$ cat src/rtl/mem_ctrl_arb_pkg.sv
// Shared encodings for the memory controller: FSM states, access sizes and byte-lane width.
// The helper maps a size code to the index of the last byte in the access.
package mem_ctrl_arb_pkg;

    localparam int BYTE_W = 8;
    localparam int CNT_W  = 2;

    localparam logic [1:0] SZ_BYTE = 2'b00;
    localparam logic [1:0] SZ_HALF = 2'b01;
    localparam logic [1:0] SZ_WORD = 2'b10;

    typedef enum logic [1:0] {
        ST_IDLE = 2'b00,
        ST_RD   = 2'b01,
        ST_WR   = 2'b10,
        ST_DONE = 2'b11
    } state_t;

    // The reserved code 11 falls through to a word access.
    function automatic logic [CNT_W-1:0] last_byte(input logic [1:0] size);
        case (size)
            SZ_BYTE: return 2'd0;
            SZ_HALF: return 2'd1;
            default: return 2'd3;
        endcase
    endfunction

endpackage

$ cat src/rtl/mem_ctrl_arb_rr_arbiter.sv
// Round-robin arbiter: grants the first requester strictly after the pointer, wrapping.
// Produces both a one-hot grant and the granted index; no grant while disabled.
module mem_ctrl_arb_rr_arbiter #(
    parameter int NUM_CH = 2,
    parameter int IDX_W  = (NUM_CH > 1) ? $clog2(NUM_CH) : 1
) (
    input  logic [NUM_CH-1:0] i_req,
    input  logic [IDX_W-1:0]  i_ptr,
    input  logic              i_en,
    output logic [NUM_CH-1:0] o_gnt,
    output logic [IDX_W-1:0]  o_idx
);

    int   w_j;
    logic w_found;

    always_comb begin
        o_gnt   = '0;
        o_idx   = '0;
        w_found = 1'b0;
        w_j     = 0;
        for (int i = 1; i <= NUM_CH; i++) begin
            w_j = int'(i_ptr) + i;
            if (w_j >= NUM_CH) begin
                w_j = w_j - NUM_CH;
            end
            if (i_en && !w_found && i_req[w_j]) begin
                w_found    = 1'b1;
                o_gnt[w_j] = 1'b1;
                o_idx      = IDX_W'(w_j);
            end
        end
    end

endmodule

$ cat src/rtl/mem_ctrl_arb.sv
// Multi-channel memory controller: round-robin arbitration and byte-serial loads/stores
// on a byte-wide RAM bus with one cycle of read latency, little-endian assembly.
module mem_ctrl_arb
    import mem_ctrl_arb_pkg::*;
#(
    parameter int NUM_CH = 2,
    parameter int ADDR_W = 32,
    parameter int DATA_W = 32
) (
    input  logic                     clk_in,
    input  logic                     rst_n_in,
    input  logic                     rdy_in,
    input  logic [NUM_CH-1:0]        req_i,
    input  logic [NUM_CH-1:0]        we_i,
    input  logic [2*NUM_CH-1:0]      size_i,
    input  logic [NUM_CH-1:0]        sext_i,
    input  logic [ADDR_W*NUM_CH-1:0] addr_i,
    input  logic [DATA_W*NUM_CH-1:0] wdata_i,
    output logic [NUM_CH-1:0]        done_o,
    output logic [DATA_W-1:0]        rdata_o,
    output logic                     busy_o,
    input  logic [BYTE_W-1:0]        mem_din,
    output logic [BYTE_W-1:0]        mem_dout,
    output logic [ADDR_W-1:0]        mem_addr,
    output logic                     mem_wr
);

    localparam int IDX_W = (NUM_CH > 1) ? $clog2(NUM_CH) : 1;

    state_t              r_state;
    logic [IDX_W-1:0]    r_ptr;
    logic [NUM_CH-1:0]   r_gnt_oh;
    logic [ADDR_W-1:0]   r_base;
    logic [CNT_W-1:0]    r_last;
    logic                r_sext;
    logic [DATA_W-1:0]   r_wshift;
    logic [CNT_W-1:0]    r_ic;
    logic [CNT_W-1:0]    r_cc;
    logic                r_iss;
    logic                r_dvld;
    logic                r_paused;
    logic [DATA_W-1:0]   r_rdata;
    logic [DATA_W-1:0]   r_rdata_o;
    logic [ADDR_W-1:0]   r_addr;
    logic [BYTE_W-1:0]   r_dout;
    logic                r_wr;
    logic                r_busy;
    logic [NUM_CH-1:0]   r_done;

    logic [NUM_CH-1:0]   w_gnt_oh;
    logic [IDX_W-1:0]    w_gnt_idx;
    logic                w_arb_en;
    logic [ADDR_W-1:0]   w_sel_addr;
    logic [DATA_W-1:0]   w_sel_wdata;
    logic [1:0]          w_sel_size;
    logic                w_sel_we;
    logic                w_sel_sext;
    logic                w_rewind;
    logic [CNT_W-1:0]    w_ic;
    logic                w_cap;
    logic                w_iss;
    logic                w_more;
    logic [CNT_W-1:0]    w_next_ic;
    logic [DATA_W-1:0]   w_merged;

    function automatic logic [DATA_W-1:0] extend(input logic [DATA_W-1:0] d,
                                                 input logic [CNT_W-1:0] last,
                                                 input logic sx);
        logic [DATA_W-1:0] res;
        int                msb;
        res = d;
        msb = BYTE_W * (int'(last) + 1) - 1;
        for (int b = 0; b < DATA_W; b++) begin
            if (b > msb) begin
                res[b] = sx & d[msb];
            end
        end
        return res;
    endfunction

    assign w_arb_en = (r_state == ST_IDLE) && rdy_in;

    mem_ctrl_arb_rr_arbiter #(
        .NUM_CH (NUM_CH),
        .IDX_W  (IDX_W)
    ) u_arb (
        .i_req  (req_i),
        .i_ptr  (r_ptr),
        .i_en   (w_arb_en),
        .o_gnt  (w_gnt_oh),
        .o_idx  (w_gnt_idx)
    );

    assign w_sel_addr  = addr_i[int'(w_gnt_idx)*ADDR_W +: ADDR_W];
    assign w_sel_wdata = wdata_i[int'(w_gnt_idx)*DATA_W +: DATA_W];
    assign w_sel_size  = size_i[2*int'(w_gnt_idx) +: 2];
    assign w_sel_we    = we_i[w_gnt_idx];
    assign w_sel_sext  = sext_i[w_gnt_idx];

    // First cycle after a pause re-issues the oldest uncaptured byte; mem_din is stale then.
    assign w_rewind  = r_paused && rdy_in && (r_state == ST_RD);
    assign w_ic      = w_rewind ? r_cc : r_ic;
    assign w_cap     = r_dvld && !w_rewind;
    assign w_iss     = w_rewind || r_iss;
    assign w_more    = (w_ic != r_last);
    assign w_next_ic = w_more ? w_ic + CNT_W'(1) : w_ic;

    always_comb begin
        w_merged = r_rdata;
        w_merged[BYTE_W*int'(r_cc) +: BYTE_W] = mem_din;
    end

    always_ff @(posedge clk_in or negedge rst_n_in) begin
        if (!rst_n_in) begin
            r_state   <= ST_IDLE;
            r_ptr     <= IDX_W'(NUM_CH - 1);
            r_gnt_oh  <= '0;
            r_base    <= '0;
            r_last    <= '0;
            r_sext    <= 1'b0;
            r_wshift  <= '0;
            r_ic      <= '0;
            r_cc      <= '0;
            r_iss     <= 1'b0;
            r_dvld    <= 1'b0;
            r_paused  <= 1'b0;
            r_rdata   <= '0;
            r_rdata_o <= '0;
            r_addr    <= '0;
            r_dout    <= '0;
            r_wr      <= 1'b0;
            r_busy    <= 1'b0;
            r_done    <= '0;
        end else if (!rdy_in) begin
            if (r_state == ST_RD) begin
                r_paused <= 1'b1;
            end
        end else begin
            case (r_state)
                ST_IDLE: begin
                    if (|w_gnt_oh) begin
                        r_ptr    <= w_gnt_idx;
                        r_gnt_oh <= w_gnt_oh;
                        r_base   <= w_sel_addr;
                        r_addr   <= w_sel_addr;
                        r_last   <= last_byte(w_sel_size);
                        r_sext   <= w_sel_sext;
                        r_ic     <= '0;
                        r_cc     <= '0;
                        r_iss    <= 1'b1;
                        r_dvld   <= 1'b0;
                        r_paused <= 1'b0;
                        r_rdata  <= '0;
                        r_busy   <= 1'b1;
                        if (w_sel_we) begin
                            r_state  <= ST_WR;
                            r_dout   <= w_sel_wdata[BYTE_W-1:0];
                            r_wshift <= w_sel_wdata >> BYTE_W;
                            r_wr     <= 1'b1;
                        end else begin
                            r_state  <= ST_RD;
                        end
                    end
                end
                ST_RD: begin
                    r_paused <= 1'b0;
                    r_dvld   <= w_iss;
                    r_iss    <= w_more;
                    r_ic     <= w_next_ic;
                    r_addr   <= r_base + ADDR_W'(w_next_ic);
                    if (w_cap) begin
                        r_rdata <= w_merged;
                        r_cc    <= r_cc + CNT_W'(1);
                        if (r_cc == r_last) begin
                            r_state   <= ST_DONE;
                            r_done    <= r_gnt_oh;
                            r_busy    <= 1'b0;
                            r_rdata_o <= extend(w_merged, r_last, r_sext);
                        end
                    end
                end
                ST_WR: begin
                    if (r_ic == r_last) begin
                        r_state <= ST_DONE;
                        r_wr    <= 1'b0;
                        r_done  <= r_gnt_oh;
                        r_busy  <= 1'b0;
                    end else begin
                        r_ic     <= r_ic + CNT_W'(1);
                        r_addr   <= r_base + ADDR_W'(r_ic + CNT_W'(1));
                        r_dout   <= r_wshift[BYTE_W-1:0];
                        r_wshift <= r_wshift >> BYTE_W;
                    end
                end
                default: begin
                    r_done  <= '0;
                    r_state <= ST_IDLE;
                end
            endcase
        end
    end

    assign mem_addr = w_rewind ? r_base + ADDR_W'(r_cc) : r_addr;
    assign mem_wr   = r_wr && rdy_in;
    assign mem_dout = r_dout;
    assign done_o   = r_done;
    assign busy_o   = r_busy;
    assign rdata_o  = r_rdata_o;

endmodule

$ cat config.mk
export PLATFORM = sky130hd
export DESIGN_NAME = mem_ctrl_arb
export DESIGN_NICKNAME = d
export VERILOG_FILES = /design/src/rtl/mem_ctrl_arb_pkg.sv /design/src/rtl/mem_ctrl_arb_rr_arbiter.sv /design/src/rtl/mem_ctrl_arb.sv
export SDC_FILE = /design/constraint.sdc
export NUM_CORES = 1
export LEC_CHECK = 0
export CORE_ASPECT_RATIO = 0.6
export CORE_UTILIZATION = 59
export CTS_CLUSTER_DIAMETER = 100
export DETAILED_ROUTE_END_ITERATION = 10
export DONT_BUFFER_PORTS = 1
export MAX_ROUTING_LAYER = met4
export PLACE_DENSITY = 0.87
export SLEW_MARGIN = 20
export SYNTH_ARGS = -nofsm -noshare
export SYNTH_HDL_FRONTEND = slang
export SYNTH_HIERARCHICAL = 1
export SYNTH_SLANG_ARGS = --single-unit
$ cat constraint.sdc
create_clock -name clk_in -period 3.43 [get_ports clk_in]
set_input_delay 0.5145 -clock clk_in [delete_from_list [all_inputs] [get_ports clk_in]]
set_output_delay 0.5145 -clock clk_in [all_outputs]
set_load 0.01 [all_outputs]
# [Word level (Yosys, flattened, before mapping)]
# Index checks and enable logic that the tools add are counted.
# Widths: inputs -> output; s select.
[op_classes] add_sub_neg=14 shift=5 bitwise_logic=3 eq_ne=13 n_mux=104 n_lt_le_gt_ge=40 n_reduce_logical=31
[ops] op="$mux 32" n=10
[ops] op="$pmux 32 s2" n=2
[ops] op="$shiftx 64x7->32" n=2
[ops] op="$gt 6x7->1 const A" n=16
[ops] op="$pmux 32 s3" n=1
[ops] op="$add 32x2->32" n=2
[ops] op="$ge 32x1->1 const B" n=2
[ops] op="$ge 32x3->1 const B" n=2
[ops] op="$lt 32x3->1 const B" n=2
[ops] op="$sub 32x3->32 const B" n=2
[ops] op="$mux 1" n=58
[ops] op="$gt 5x7->1 const A" n=8
[ops] op="$neg 5->33" n=1
[ops] op="$shift 8x33->32 const A" n=1
[ops] op="$shiftx 8x33->32" n=1
[ops] op="$add 32x3->32" n=1
[ops] op="$bwmux 32" n=1
[ops] op="$mux 2" n=15
[ops] op="$gt 4x7->1 const A" n=4
[ops] op="$mux 8" n=3
[ops] op="$reduce_and 5->1" n=4
[ops] op="$pmux 2 s3" n=3
[ops] op="$pmux 8 s2" n=1
[ops] op="$gt 3x7->1 const A" n=2
[ops] op="other kinds (35)" n=66
[totals] word_cells=229 ff_bits=187 input_bits=149

# [Depth between registers and ports, before layout]
[depth] ltp_word=17 depth_mapped=15 ltp_nobuf=15

# [By module]
# Netlist, hierarchy kept.
[modules_own_cells] mod="mem_ctrl_arb" cells_each=1338 area_per_inst_um2=11209.5 instances=1
[modules_own_cells] mod="mem_ctrl_arb_rr_arbiter" cells_each=6 area_per_inst_um2=26.3 instances=1

# [Worst setup path after synthesis]
# No wires, ideal clock.
[synth_timing] path_kind="flip-flop to flip-flop" from="reg r_state[1]" to="reg r_addr[28]" path_slack_ns=0.120 arrival_ns=3.178 path_buffers=0 path_stages_with_launch=16 synth_period_minus_slack_ns=3.310 cell_sequence="dfrtp_1 > inv_1 > ha_1 > nand3_1 > mux2i_1 > xnor2_1 > mux2_2 > ha_1 > inv_1 > fa_1 > nand3b_1 > nor4_1 > nand4_1 > a22o_1 > a21oi_1 > o21ai_0"
[synth_between] elab_chain_cells=11
[synth_lines] element="from (decl)" line="mem_ctrl_arb.sv:30" source="state_t r_state;"
[synth_lines] element="from (signal assigned)" line="mem_ctrl_arb.sv:115" source="r_state <= ST_IDLE;"
[synth_lines] element="from (signal assigned)" line="mem_ctrl_arb.sv:156" source="r_state <= ST_WR;"
[synth_lines] element="from (signal assigned)" line="mem_ctrl_arb.sv:161" source="r_state <= ST_RD;"
[synth_lines] element="parallel branches: the longest is 11 deep, another holds $add 32x2->32"
[synth_lines] element="to (signal assigned)" line="mem_ctrl_arb.sv:145" source="r_addr <= w_sel_addr;"
[synth_lines] element="to (signal assigned)" line="mem_ctrl_arb.sv:170" source="r_addr <= r_base + ADDR_W'(w_next_ic);"
[synth_lines] element="to (signal assigned)" line="mem_ctrl_arb.sv:190" source="r_addr <= r_base + ADDR_W'(r_ic + CNT_W'(1));"
[synth_lines] element="to (decl)" line="mem_ctrl_arb.sv:44" source="logic [ADDR_W-1:0] r_addr;"
# Several ways; the timed one is not identified. The select of a mux whose other input is x is not followed.
# A chain may end at the register's enable or synchronous reset.

# [Worst setup path in the final report]
[layout_timing] from="reg r_cc[1]" to="out mem_addr[27]"
[layout_between] elab_chain_cells=2
[layout_lines] element="from (decl)" line="mem_ctrl_arb.sv:38" source="logic [CNT_W-1:0] r_cc;"
[layout_lines] element="from (signal assigned)" line="mem_ctrl_arb.sv:173" source="r_cc <= r_cc + CNT_W'(1);"
[layout_lines] element="$add 32x2->32" line="mem_ctrl_arb.sv:203" source="assign mem_addr = w_rewind ? r_base + ADDR_W'(r_cc) : r_addr;"
[layout_lines] element="$mux 32" line="mem_ctrl_arb.sv:203"
[layout_lines] element="to (decl)" line="mem_ctrl_arb.sv:24" source="output logic [ADDR_W-1:0] mem_addr,"
# Every way passes these cells.

==> qor.txt <==
CTS tree = done
Largest net degree at the start of global routing = 180
RSZ-0062 raised after global routing = true
Area Overhead vs Synth = 8.24%
Syn. warnings = 6
Number of port buffers = 0
Min Tclk post-route = 3.31 ns
Relative slew slack = 44.0%
Failing checks = hold timing
Post-synth EDFFs = 0
H-tree lvl count = 4
Synth Area in XOR/XNOR = 3.98%
CP startpoint kind = flop
Vias in the first global route = 9567
Global route overflow = 0
Mux cell area share after synthesis = 6.89%
Routed vias/inst = 6.58
Post-Syn Nets = 1516
First-pass GRT wire length = 53200 um
# nets final = 1476
Worst Path Required = 2.92 ns
Rows = 38
Final WS setup = 0.120 ns
Run status = finished with violations
Flop2flop setup slack = 0.14 ns
Asr flop ratio synth = 100%
First-pass DRT Iterations = 5
Clock sinks = 179
Final setup viols = 0
Die width = 180 um
Routed WL = 34100 um
# diodes = 0
Post-synthesis compound-gate area fraction = 21.2%
Final Max Tran Viols = 0
Worst flop-to-flop path startpoint = r_state[1]
Post-Synth Adder-Cell Area = 2.76%
Core footprint = 18400 um^2
Clk slew on worst S/H paths = 0.07 ns
Clock latency at the later pin of the worst-skew pair = 0.45 ns
I/O pins = 225
DRT iter0 DRCs = 1428
Chip height = 109 um
Synthesis-stage register bit count = 179
Final hold vios = 179
Root buffer cell = clkbuf_16
Largest family of logic cells by synthesized area = compound AO/OA/AOI/OAI gates
Simple-gate share of the synthesized area = 20.0%
Maximum clock path buffer count = 2
Maximum vdd drop = 724 uV
Worst r2r dst = r_addr[16]
Routed wire per std cell = 21.9 um
Total Routing Usage GR = 36.8%
Initial antenna violation count = 0
Netlist Area Pre-Place = 11200 um^2
Initial core utilization = 61.2%
Seq/Total Area, Yosys = 39.9%
Routability cong. = 1.04
Crit. End Element = output pin
Max-Cap Viols = 0
Die ar. = 19600 um^2
Antenna-violating nets left = 0
Number of remaining DRC errors = 0
Most used flip-flop cell after synthesis = dfrtp_1
CP max FO = 7
Critical path class = reg2out
Achievable Freq = 302 MHz
Final Skew = 0.0120 ns
Vias post-DR = 10200
Total power draw = 10.8 mW
HPWL Detailed = 24400 um
Worst min path class = in2async
Netlist cell types = 76
Layout cell share with drive strength beyond 1 = 9.87%
DP Worst Slack = -0.0494 ns
Mapped Cells = 1344
P per Cell Area = 888 nW/um^2
Syn avg cell area = 8.36 um^2
Inserted Clock Buffers = 17
Hold_ws = -0.230 ns
CP Data Arrival Time = 2.80 ns
Total leakage power = 5.02 nW
Post-route clock period utilization = 96.5%
Worst R2R Path Depth = 15
Slew @ Worst Pin = 0.839 ns
-- state kept, by name (all words and copies together), names as in the netlist, 8 cells and up --
name      flops
mem_dout      8
r_rdata      32
rdata_o      32
r_addr       32
r_base       32
r_wshift     24
-- layout by cell type (no fill, tap or decap), drive strengths merged, types with 8 or more instances in the layout --
cell type  netlist  layout
a31oi           16      16
o211ai          12      12
dfrtp          178     178
o31ai           15      15
ha              20      20
inv             37      40
xor2            19      19
xnor2           32      32
nand4           23      23
and3            10      10
nor3            24      24
a21o             8       8
buf             33      45
nand2b          17      17
a22oi           15      15
clkbuf          71      19
o21ai          184     184
nand3           25      25
a22o            10      10
mux2i           68      68
a21oi           78      78
nand2          236     236
nor2            85      85
nor2b           18      18
-- cells in the mapped netlist, types with 10 or more instances --
| library cell | count | area share [%] |
|---|---|---|
| a21oi_1 | 77 | 3.4 |
| a22o_1 | 10 | 0.78 |
| a22oi_1 | 15 | 1.0 |
| a31oi_1 | 15 | 0.84 |
| and3_1 | 10 | 0.56 |
| buf_2 | 20 | 0.89 |
| clkbuf_1 | 71 | 2.4 |
| dfrtp_1 | 178 | 40 |
| ha_1 | 20 | 2.2 |
| inv_1 | 36 | 1.2 |
| mux2i_1 | 68 | 6.1 |
| nand2_1 | 236 | 7.9 |
| nand2b_1 | 17 | 0.95 |
| nand3_1 | 24 | 1.1 |
| nand4_1 | 21 | 1.2 |
| nor2_1 | 83 | 2.8 |
| nor2b_1 | 18 | 1.0 |
| nor3_1 | 22 | 0.98 |
| o211ai_1 | 12 | 0.80 |
| o21ai_0 | 180 | 8.0 |
| o31ai_1 | 15 | 1.0 |
| xnor2_1 | 32 | 2.5 |
| xor2_1 | 19 | 1.5 |
-- worst max-delay path by stage --
stage	startpoint	endpoint	slack, ns	depth (start not counted)
3_5_place_dp	r_state[0]	r_addr[28]	-0.05	14
4_1_cts	r_state[1]	r_addr[16]	0.009	15
2_1_floorplan	r_state[1]	r_addr[28]	0.12	15
6_report	r_cc[1]	mem_addr[27]	0.12	7
5_1_grt	r_state[1]	r_addr[16]	-0.01	15
3_3_place_gp	r_state[1]	r_addr[28]	0.1	15
-- logic make-up (layout without fill, tap and decap cells) --
logic type                 count (synthesis)  after routing
other                                      1              1
muxes                                     75             75
buffers and inverters                    141            114
DFF                                      179            179
adders and majority gates                 23             23
xor gates and xnor gates                  51             51
and+or+nand+nor                          478            478
AOI/OAI and AO/OA                        396            396
-- area by class of cell --
class                      instances  area (um^2)
fill                            1530         6190
inverter                          37          139
multi-input combinational       1024         6300
tap                              240          300
sequential                       179         4480
clock inverter                    13          150
clock buffer                      19          453
timing repair buffer              45          342
-- timing repair --
item	4_1_cts	5_1_grt
endpoints found under the hold margin	179	179
cloned	0	0
endpoints found under the setup margin	8	38
setup buffers	0	1
gates resized for setup	3	17
pin swaps	0	0
-- worst max-delay path, cell delays in order, from the launching register on --
cell     delay, ns
dfrtp_2       0.48
ha_1          0.30
a21o_1        0.22
nand3_2       0.20
or4b_4        0.60
nor3_2        0.19
xnor2_1       0.10
o21ai_1       0.27
-- per-layer routing --
layer / wire length, um / vias to the layer above / track usage, %
li1: - / 4662 / -
met1: 14900 / 4916 / 51.4
met2: 14100 / 620 / 50.9
met3: 4580 / 46 / 12.1
met4: 541 / 0 / 9.95
met5: 0 / - / -
-- power breakdown --
| group | internal [mW] | switching (mW) | leakage (nW) |
|---|---|---|---|
| logic | 1.80 | 3.12 | 2.43 |
| registers | 2.89 | 0.975 | 2.30 |
| clock network | 1.12 | 0.897 | 0.284 |
| total | 5.82 | 4.99 | 5.02 |
-- through the flow --
stage | instances | hold WS (ns) | area (um^2) | util [%] | TNS, ns
after floorplan | 1344 | 0.219 | 11200 | - | 0
after global placement | 1524 | 0.226 | 11500 | 62.5 | 0
after detailed placement | 1524 | 0.225 | 11500 | 62.5 | -0.0494
after CTS | 1556 | -0.249 | 12100 | 65.8 | 0
after global routing | 1557 | -0.250 | 12200 | 66.3 | -0.0117
final | 1557 | -0.230 | 12200 | 66.3 | 0
Power figures use the tool's default switching activity.
